File: config.mk
export PLATFORM = sky130hd
export DESIGN_NAME = leaf_stream_arbiter
export DESIGN_NICKNAME = d
export VERILOG_FILES = /design/src/rtl/leaf_stream_arbiter.sv
export SDC_FILE = /design/constraint.sdc
export NUM_CORES = 1
export LEC_CHECK = 0
export ABC_CLOCK_PERIOD_IN_PS = 8300
export CAP_MARGIN = 0
export CORE_MARGIN = 2
export CORE_UTILIZATION = 51
export DETAILED_ROUTE_END_ITERATION = 10
export MAX_ROUTING_LAYER = met4
export PLACE_DENSITY = 0.73
export SYNTH_ARGS = -nofsm -noshare
export SYNTH_HDL_FRONTEND = slang
export SYNTH_SLANG_ARGS = --single-unit
export TNS_END_PERCENT = 5
File: constraint.sdc
create_clock -name clk_user -period 8.3 [get_ports clk_user]
set_input_delay 1.66 -clock clk_user [delete_from_list [all_inputs] [get_ports clk_user]]
set_output_delay 1.66 -clock clk_user [all_outputs]
set_load 0.02 [all_outputs]
File: src/rtl/leaf_stream_arbiter.sv
// Leaf egress stage: per-port 2-deep input FIFOs, credit-gated round-robin
// arbitration, and a single registered packet output with downstream ready.
// Each packet carries a run-time destination from a small table plus a
// per-port wrapping sequence number.
module leaf_stream_arbiter #(
  parameter int NUM_PORTS             = 6,
  parameter int PAYLOAD_BITS          = 32,
  parameter int NUM_LEAF_BITS         = 5,
  parameter int NUM_PORT_BITS         = 4,
  parameter int NUM_ADDR_BITS         = 7,
  parameter int PACKET_BITS           = 49,
  parameter int CREDIT_BITS           = 8,
  parameter int INIT_CREDITS          = 128,
  parameter int FREESPACE_UPDATE_SIZE = 64
) (
  input  logic                              clk_user,
  input  logic                              reset,
  input  logic [NUM_PORTS*PAYLOAD_BITS-1:0] din_user2interface,
  input  logic [NUM_PORTS-1:0]              vld_user2interface,
  output logic [NUM_PORTS-1:0]              ack_interface2user,
  input  logic                              cfg_wr_en,
  input  logic [NUM_PORT_BITS-1:0]          cfg_port,
  input  logic [NUM_LEAF_BITS-1:0]          cfg_dst_leaf,
  input  logic [NUM_PORT_BITS-1:0]          cfg_dst_port,
  input  logic                              credit_vld,
  input  logic [NUM_PORT_BITS-1:0]          credit_port,
  output logic [PACKET_BITS-1:0]            dout_leaf_interface2bft,
  input  logic                              dout_ready
);

  // Two guard bits so a return on top of a near-full counter can be seen
  // before saturating.
  localparam int CW = CREDIT_BITS + 2;
  localparam logic [CW-1:0] CMAX = CW'((1 << CREDIT_BITS) - 1);
  localparam logic [CW-1:0] FUS  = CW'(FREESPACE_UPDATE_SIZE);

  logic [NUM_PORTS-1:0][1:0][PAYLOAD_BITS-1:0] mem;
  logic [NUM_PORTS-1:0]                        rd_ptr, wr_ptr;
  logic [NUM_PORTS-1:0][1:0]                   count;
  logic [NUM_PORTS-1:0][CREDIT_BITS-1:0]       credit;
  logic [NUM_PORTS-1:0][CW-1:0]                csum;
  logic [NUM_PORTS-1:0][NUM_ADDR_BITS-1:0]     seq;
  logic [NUM_PORTS-1:0][NUM_LEAF_BITS-1:0]     tbl_leaf;
  logic [NUM_PORTS-1:0][NUM_PORT_BITS-1:0]     tbl_port;
  logic [NUM_PORTS-1:0]                        push, grant, ret, elig;
  logic [NUM_PORTS-1:0]                        hi_oh, lo_oh;
  logic                                        found_hi, found_lo;
  logic [NUM_PORT_BITS-1:0]                    last_grant, gidx_d;
  logic [PACKET_BITS-1:0]                      pkt, pkt_d;
  logic                                        loadable;

  assign loadable                = ~pkt[PACKET_BITS-1] | dout_ready;
  assign dout_leaf_interface2bft = pkt;

  for (genvar i = 0; i < NUM_PORTS; i++) begin : g_port
    assign ack_interface2user[i] = reset & (count[i] != 2'd2);
    assign push[i] = vld_user2interface[i] & ack_interface2user[i];
    assign elig[i] = (count[i] != 2'd0) && (credit[i] != '0);
    // Out-of-range credit_port never matches any port, so it is dropped.
    assign ret[i]  = credit_vld && (credit_port == NUM_PORT_BITS'(i));
  end

  // Next credit value: return adds, grant consumes one; clipped at all-ones.
  always_comb begin
    for (int i = 0; i < NUM_PORTS; i++)
      csum[i] = {2'b00, credit[i]} + (ret[i] ? FUS : '0)
              - {{(CW-1){1'b0}}, grant[i]};
  end

  // Round-robin pick: lowest eligible port above last_grant, else wrap to
  // the lowest eligible port overall.
  always_comb begin
    hi_oh    = '0;
    lo_oh    = '0;
    found_hi = 1'b0;
    found_lo = 1'b0;
    for (int j = 0; j < NUM_PORTS; j++) begin
      if (!found_hi && elig[j] && (NUM_PORT_BITS'(j) > last_grant)) begin
        hi_oh[j] = 1'b1;
        found_hi = 1'b1;
      end
      if (!found_lo && elig[j]) begin
        lo_oh[j] = 1'b1;
        found_lo = 1'b1;
      end
    end
    grant = '0;
    if (loadable) grant = found_hi ? hi_oh : lo_oh;
  end

  // Packet mux: granted port's head word, or the old packet with valid cleared.
  always_comb begin
    pkt_d  = {1'b0, pkt[PACKET_BITS-2:0]};
    gidx_d = last_grant;
    for (int j = 0; j < NUM_PORTS; j++) begin
      if (grant[j]) begin
        pkt_d  = {1'b1, tbl_leaf[j], tbl_port[j], seq[j], mem[j][rd_ptr[j]]};
        gidx_d = NUM_PORT_BITS'(j);
      end
    end
  end

  // Per-port state: FIFO, credits, sequence counter and destination entry.
  always_ff @(posedge clk_user) begin
    if (!reset) begin
      for (int i = 0; i < NUM_PORTS; i++) begin
        count[i]    <= 2'd0;
        rd_ptr[i]   <= 1'b0;
        wr_ptr[i]   <= 1'b0;
        credit[i]   <= CREDIT_BITS'(INIT_CREDITS);
        seq[i]      <= '0;
        tbl_leaf[i] <= '0;
        tbl_port[i] <= NUM_PORT_BITS'(i);
      end
    end else begin
      for (int i = 0; i < NUM_PORTS; i++) begin
        if (push[i]) begin
          mem[i][wr_ptr[i]] <= din_user2interface[i*PAYLOAD_BITS +: PAYLOAD_BITS];
          wr_ptr[i]         <= ~wr_ptr[i];
        end
        if (grant[i]) begin
          rd_ptr[i] <= ~rd_ptr[i];
          seq[i]    <= seq[i] + NUM_ADDR_BITS'(1);
        end
        count[i]  <= count[i] + {1'b0, push[i]} - {1'b0, grant[i]};
        credit[i] <= (csum[i] > CMAX) ? CMAX[CREDIT_BITS-1:0]
                                      : csum[i][CREDIT_BITS-1:0];
        if (cfg_wr_en && (cfg_port == NUM_PORT_BITS'(i))) begin
          tbl_leaf[i] <= cfg_dst_leaf;
          tbl_port[i] <= cfg_dst_port;
        end
      end
    end
  end

  // Output register and arbitration pointer; both frozen while stalled.
  always_ff @(posedge clk_user) begin
    if (!reset) begin
      pkt        <= '0;
      last_grant <= NUM_PORT_BITS'(NUM_PORTS - 1);
    end else if (loadable) begin
      pkt        <= pkt_d;
      last_grant <= gidx_d;
    end
  end

endmodule

==> results.sh <==
export IMPL_clk_path_buf_depth=3
export IMPL_synth_warnings=0
export IMPL_power_frac_clock_pct=25.3
export IMPL_synth_common_cells="384 x edfxtp_1, 220 x dfxtp_1, 203 x nor2_1, 160 x a21oi_1, 153 x mux2i_1"
export IMPL_rr_endpoint="credit[26]"
export IMPL_hold_violations=0
export IMPL_worstHoldEndpoint="dout_leaf_interface2bft[38]"
export IMPL_syn_area_mm2=0.0256
export IMPL_worst_r2r_cell_count=20
export IMPL_switching_share_pct=36.0
export IMPL_ant_nets=0
export IMPL_synthAdderAreaFrac_pct=5.01
export IMPL_antenna_found_initial=7
export IMPL_slew_violations=0
export IMPL_placed_cell_area_mm2=0.0291
export IMPL_rsz0062_at_grt="no"
export IMPL_setup_ws_ns=2.91
export IMPL_ctsHoldBuffers=0
export IMPL_ys_seq_area_share_pct=62.2
export IMPL_preCtsSetupSlack_ns=2.36
export IMPL_use_met3_pct=4.68
export IMPL_total_leakage_power_nw=11.2
export IMPL_muxShareOfSynthArea_pct=10.2
export IMPL_fin_crit_sh_pct=65.0
export IMPL_timing_rr_start="credit[18]"
export IMPL_worst_slew_pin_slew_ns=1.31
export IMPL_hold_slack_ns=0.478
export IMPL_cts_root_buf="clkbuf_16"
export IMPL_synthCells=1992
export IMPL_cts_resized=0
export IMPL_post_route_cells_drive_above_1_share_pct=10.7
export IMPL_clkTransAtPathRegs_ns=0.06
export IMPL_tns_ns=0
export IMPL_hp_start="dout_leaf_interface2bft[38]"
export IMPL_viasPerCell=5.68
export IMPL_stdcell_area_mm2=0.0311
export IMPL_cts_setup_buffers=0
export IMPL_cts_inserted_buffers=59
export IMPL_post_drt_wl_per_cell_um=21.8
export IMPL_nNetsFinal=2571
export IMPL_hp_class="register to register"
export IMPL_grtUsageMet2_pct=40.5
export IMPL_avgSynthCellArea_um2=12.9
export IMPL_die_h_um=228
export IMPL_cts_max_level=2
export IMPL_p_seq_share_pct=36.1
export IMPL_drc_errors=0
export IMPL_layout_min_cycle_time_ns=5.39
export IMPL_io_pins=275
export IMPL_path_class="primary input to register"
export IMPL_ir_drop_uv=227
export IMPL_synth_distinct_cells=66
export IMPL_yosysMostFrequentCell="edfxtp_1"
export IMPL_hpwl_um=44300
export IMPL_yosys_top_cells_area="edfxtp_1 45%, dfxtp_1 17%, mux2i_1 6.0%"
export IMPL_total_power_w=0.0107
export IMPL_num_rows=82
export IMPL_synth_ff_type="edfxtp_1"
export IMPL_combPwrFrac_pct=38.6
export IMPL_intPower_w=0.00687
export IMPL_drt_iter0_markers=1931
export IMPL_synth_edff_count=384
export IMPL_grt_overflow=0
export IMPL_synth_compound_area_share_pct=9.83
export IMPL_ys_ff_latch=604
export IMPL_syn_num_nets=2311
export IMPL_power_density_mw_per_mm2=345
export IMPL_fmaxAchievable_mhz=185
export IMPL_fillCellCount=3799
export IMPL_insertion_delay_ns=0.63
export IMPL_synthArstFlopShare_pct=0
export IMPL_busiest_layer="met2"
export IMPL_critPathMaxFanout=54
export IMPL_cts_tree="yes"
export IMPL_cts_sinks=604
export IMPL_maxCapViolCount=0
export IMPL_drt_pass1_iterations=9
export IMPL_relSlewSlack_pct=10.3
export IMPL_setup_viol=0
export IMPL_crit_arrival_ns=5.87
export IMPL_grt_max_degree=86
export IMPL_wirelength_um=64800
export IMPL_io_buffer_count=274
export IMPL_critPathLaunchType="primary input"
export IMPL_synth_top_family_by_area="multiplexers"
export IMPL_core_mm2=0.0499
export IMPL_synth_top_area_cell="edfxtp_1"
export IMPL_grt_pass1_wl_um=98600
export IMPL_fin_skew_ns=0.0240
export IMPL_grt_met1_usage_pct=32.9
export IMPL_num_vias=16900
export IMPL_holdPathStages=2
export IMPL_die_area_mm2=0.0521
export IMPL_area_growth_pct=21.1
export IMPL_switchingPower_w=0.00386
export IMPL_cp_data_required_time_ns=8.77
export IMPL_synth_xor_area_share_pct=3.11
export IMPL_die_x_um=228
export IMPL_initial_core_util_pct=51.4
export IMPL_status="complete, no violations"
export IMPL_critPathCaptureType="register"
export IMPL_grtUsageTotal_pct=25.2
export IMPL_r2r_slack_ns=3.21
export IMPL_synth_simple_area_share_pct=6.28
export IMPL_grt_pass1_vias=16900
export IMPL_gp_congestion=0.878
export IMPL_synth_top_area_share_pct=45.0
[sequential cells by signal, summed over array words and instances, names as in the netlist, 12 cells and up]
name and flops:
mem 384, credit 48, dout_leaf_interface2bft 49, count 12, tbl_leaf 30, tbl_port 24, seq 42
[layer usage]
metal,vias to the layer above,share of wire (%)
li1,7845,-
met1,8386,43
met2,594,48
met3,96,6.6
met4,0,2.5
met5,-,0
[cells in the final DEF, fill, tap and decap left out, types with 6 or more instances in the layout]
cell type,instances
dfxtp_1,215
nor2_1,191
clkinv_2,8
o21ai_1,7
o21bai_1,17
xnor2_1,54
a31oi_1,17
mux2_2,96
a22o_1,32
and2_1,8
nor3_1,7
edfxtp_1,384
o41ai_1,6
nand3_1,13
clkbuf_16,61
o21ai_0,71
nor2_4,11
nand4_1,14
xor2_1,37
a21oi_1,160
nand2b_1,7
clkbuf_1,16
diode_2,6
buf_4,27
clkinv_1,7
ha_1,93
inv_1,103
fa_1,6
bufinv_16,6
nand2_1,60
mux2i_1,153
a222oi_1,28
clkdlybuf4s50_1,274
or3_1,7
a2111oi_0,30
[critical path: stages]
cell             delay, ns
clkdlybuf4s50_1       0.39
nand2b_1              0.27
nand3_1               0.20
or2_1                 0.13
buf_4                 0.34
clkinv_4              0.48
ha_1                  0.36
inv_1                 0.06
ha_1                  0.16
inv_1                 0.05
fa_1                  0.39
o21bai_1              0.15
a21oi_1               0.13
o21bai_1              0.14
a21oi_1               0.12
nand2b_1              0.16
a21oi_1               0.49
a21oi_1               0.15
[layout make-up]
cell class              instances  area (µm²)  share of cell area, %
inverters                     107         417                   1.34
well taps                     672         841                   2.71
repair buffers                301        2950                   9.48
clock buffers                  84        1670                   5.38
diodes                          6        15.0                 0.0483
multi-input cells            1179        8930                   28.7
clock inverters                24         305                  0.983
flip-flops and latches        604       15900                   51.3
[kinds of logic after synthesis]
kind of cell	Yosys count
adders and majority gates	99
DFF	604
buffers and inverters	209
and+or+nand+nor	352
muxes	249
AOI/OAI and AO/OA	388
xor gates and xnor gates	91
[power by group through the flow]
| stage | Combinational (W) | Sequential (W) | Clock (W) |
|---|---|---|---|
| 6_report | 0.00414 | 0.00387 | 0.00272 |
| 4_1_cts | 0.00411 | 0.00387 | 0.00275 |
| 2_1_floorplan | 0.00278 | 0.00388 | 0 |
| 3_5_place_dp | 0.00408 | 0.00394 | 0 |
| 5_1_grt | 0.00451 | 0.00391 | 0.00286 |
| 3_3_place_gp | 0.00393 | 0.00392 | 0 |
[worst max path at each step]
stage / slack, ns / endpoint / startpoint
finish: 2.91 / credit[26] / dout_ready
global route: 2.63 / credit[26] / dout_ready
CTS: 2.99 / credit[26] / dout_ready
detailed placement: 2.36 / credit[26] / dout_ready
global placement: 2.50 / credit[25] / dout_ready
floorplan: 3.62 / credit[7] / dout_ready
[stage by stage]
stage	util, %	instances
after global placement	58.3	2863
after CTS	62.3	2971
final	62.3	2977
after floorplan	-	1992
after global routing	62.3	2977
after detailed placement	58.3	2863
Power figures use the tool's default switching activity.
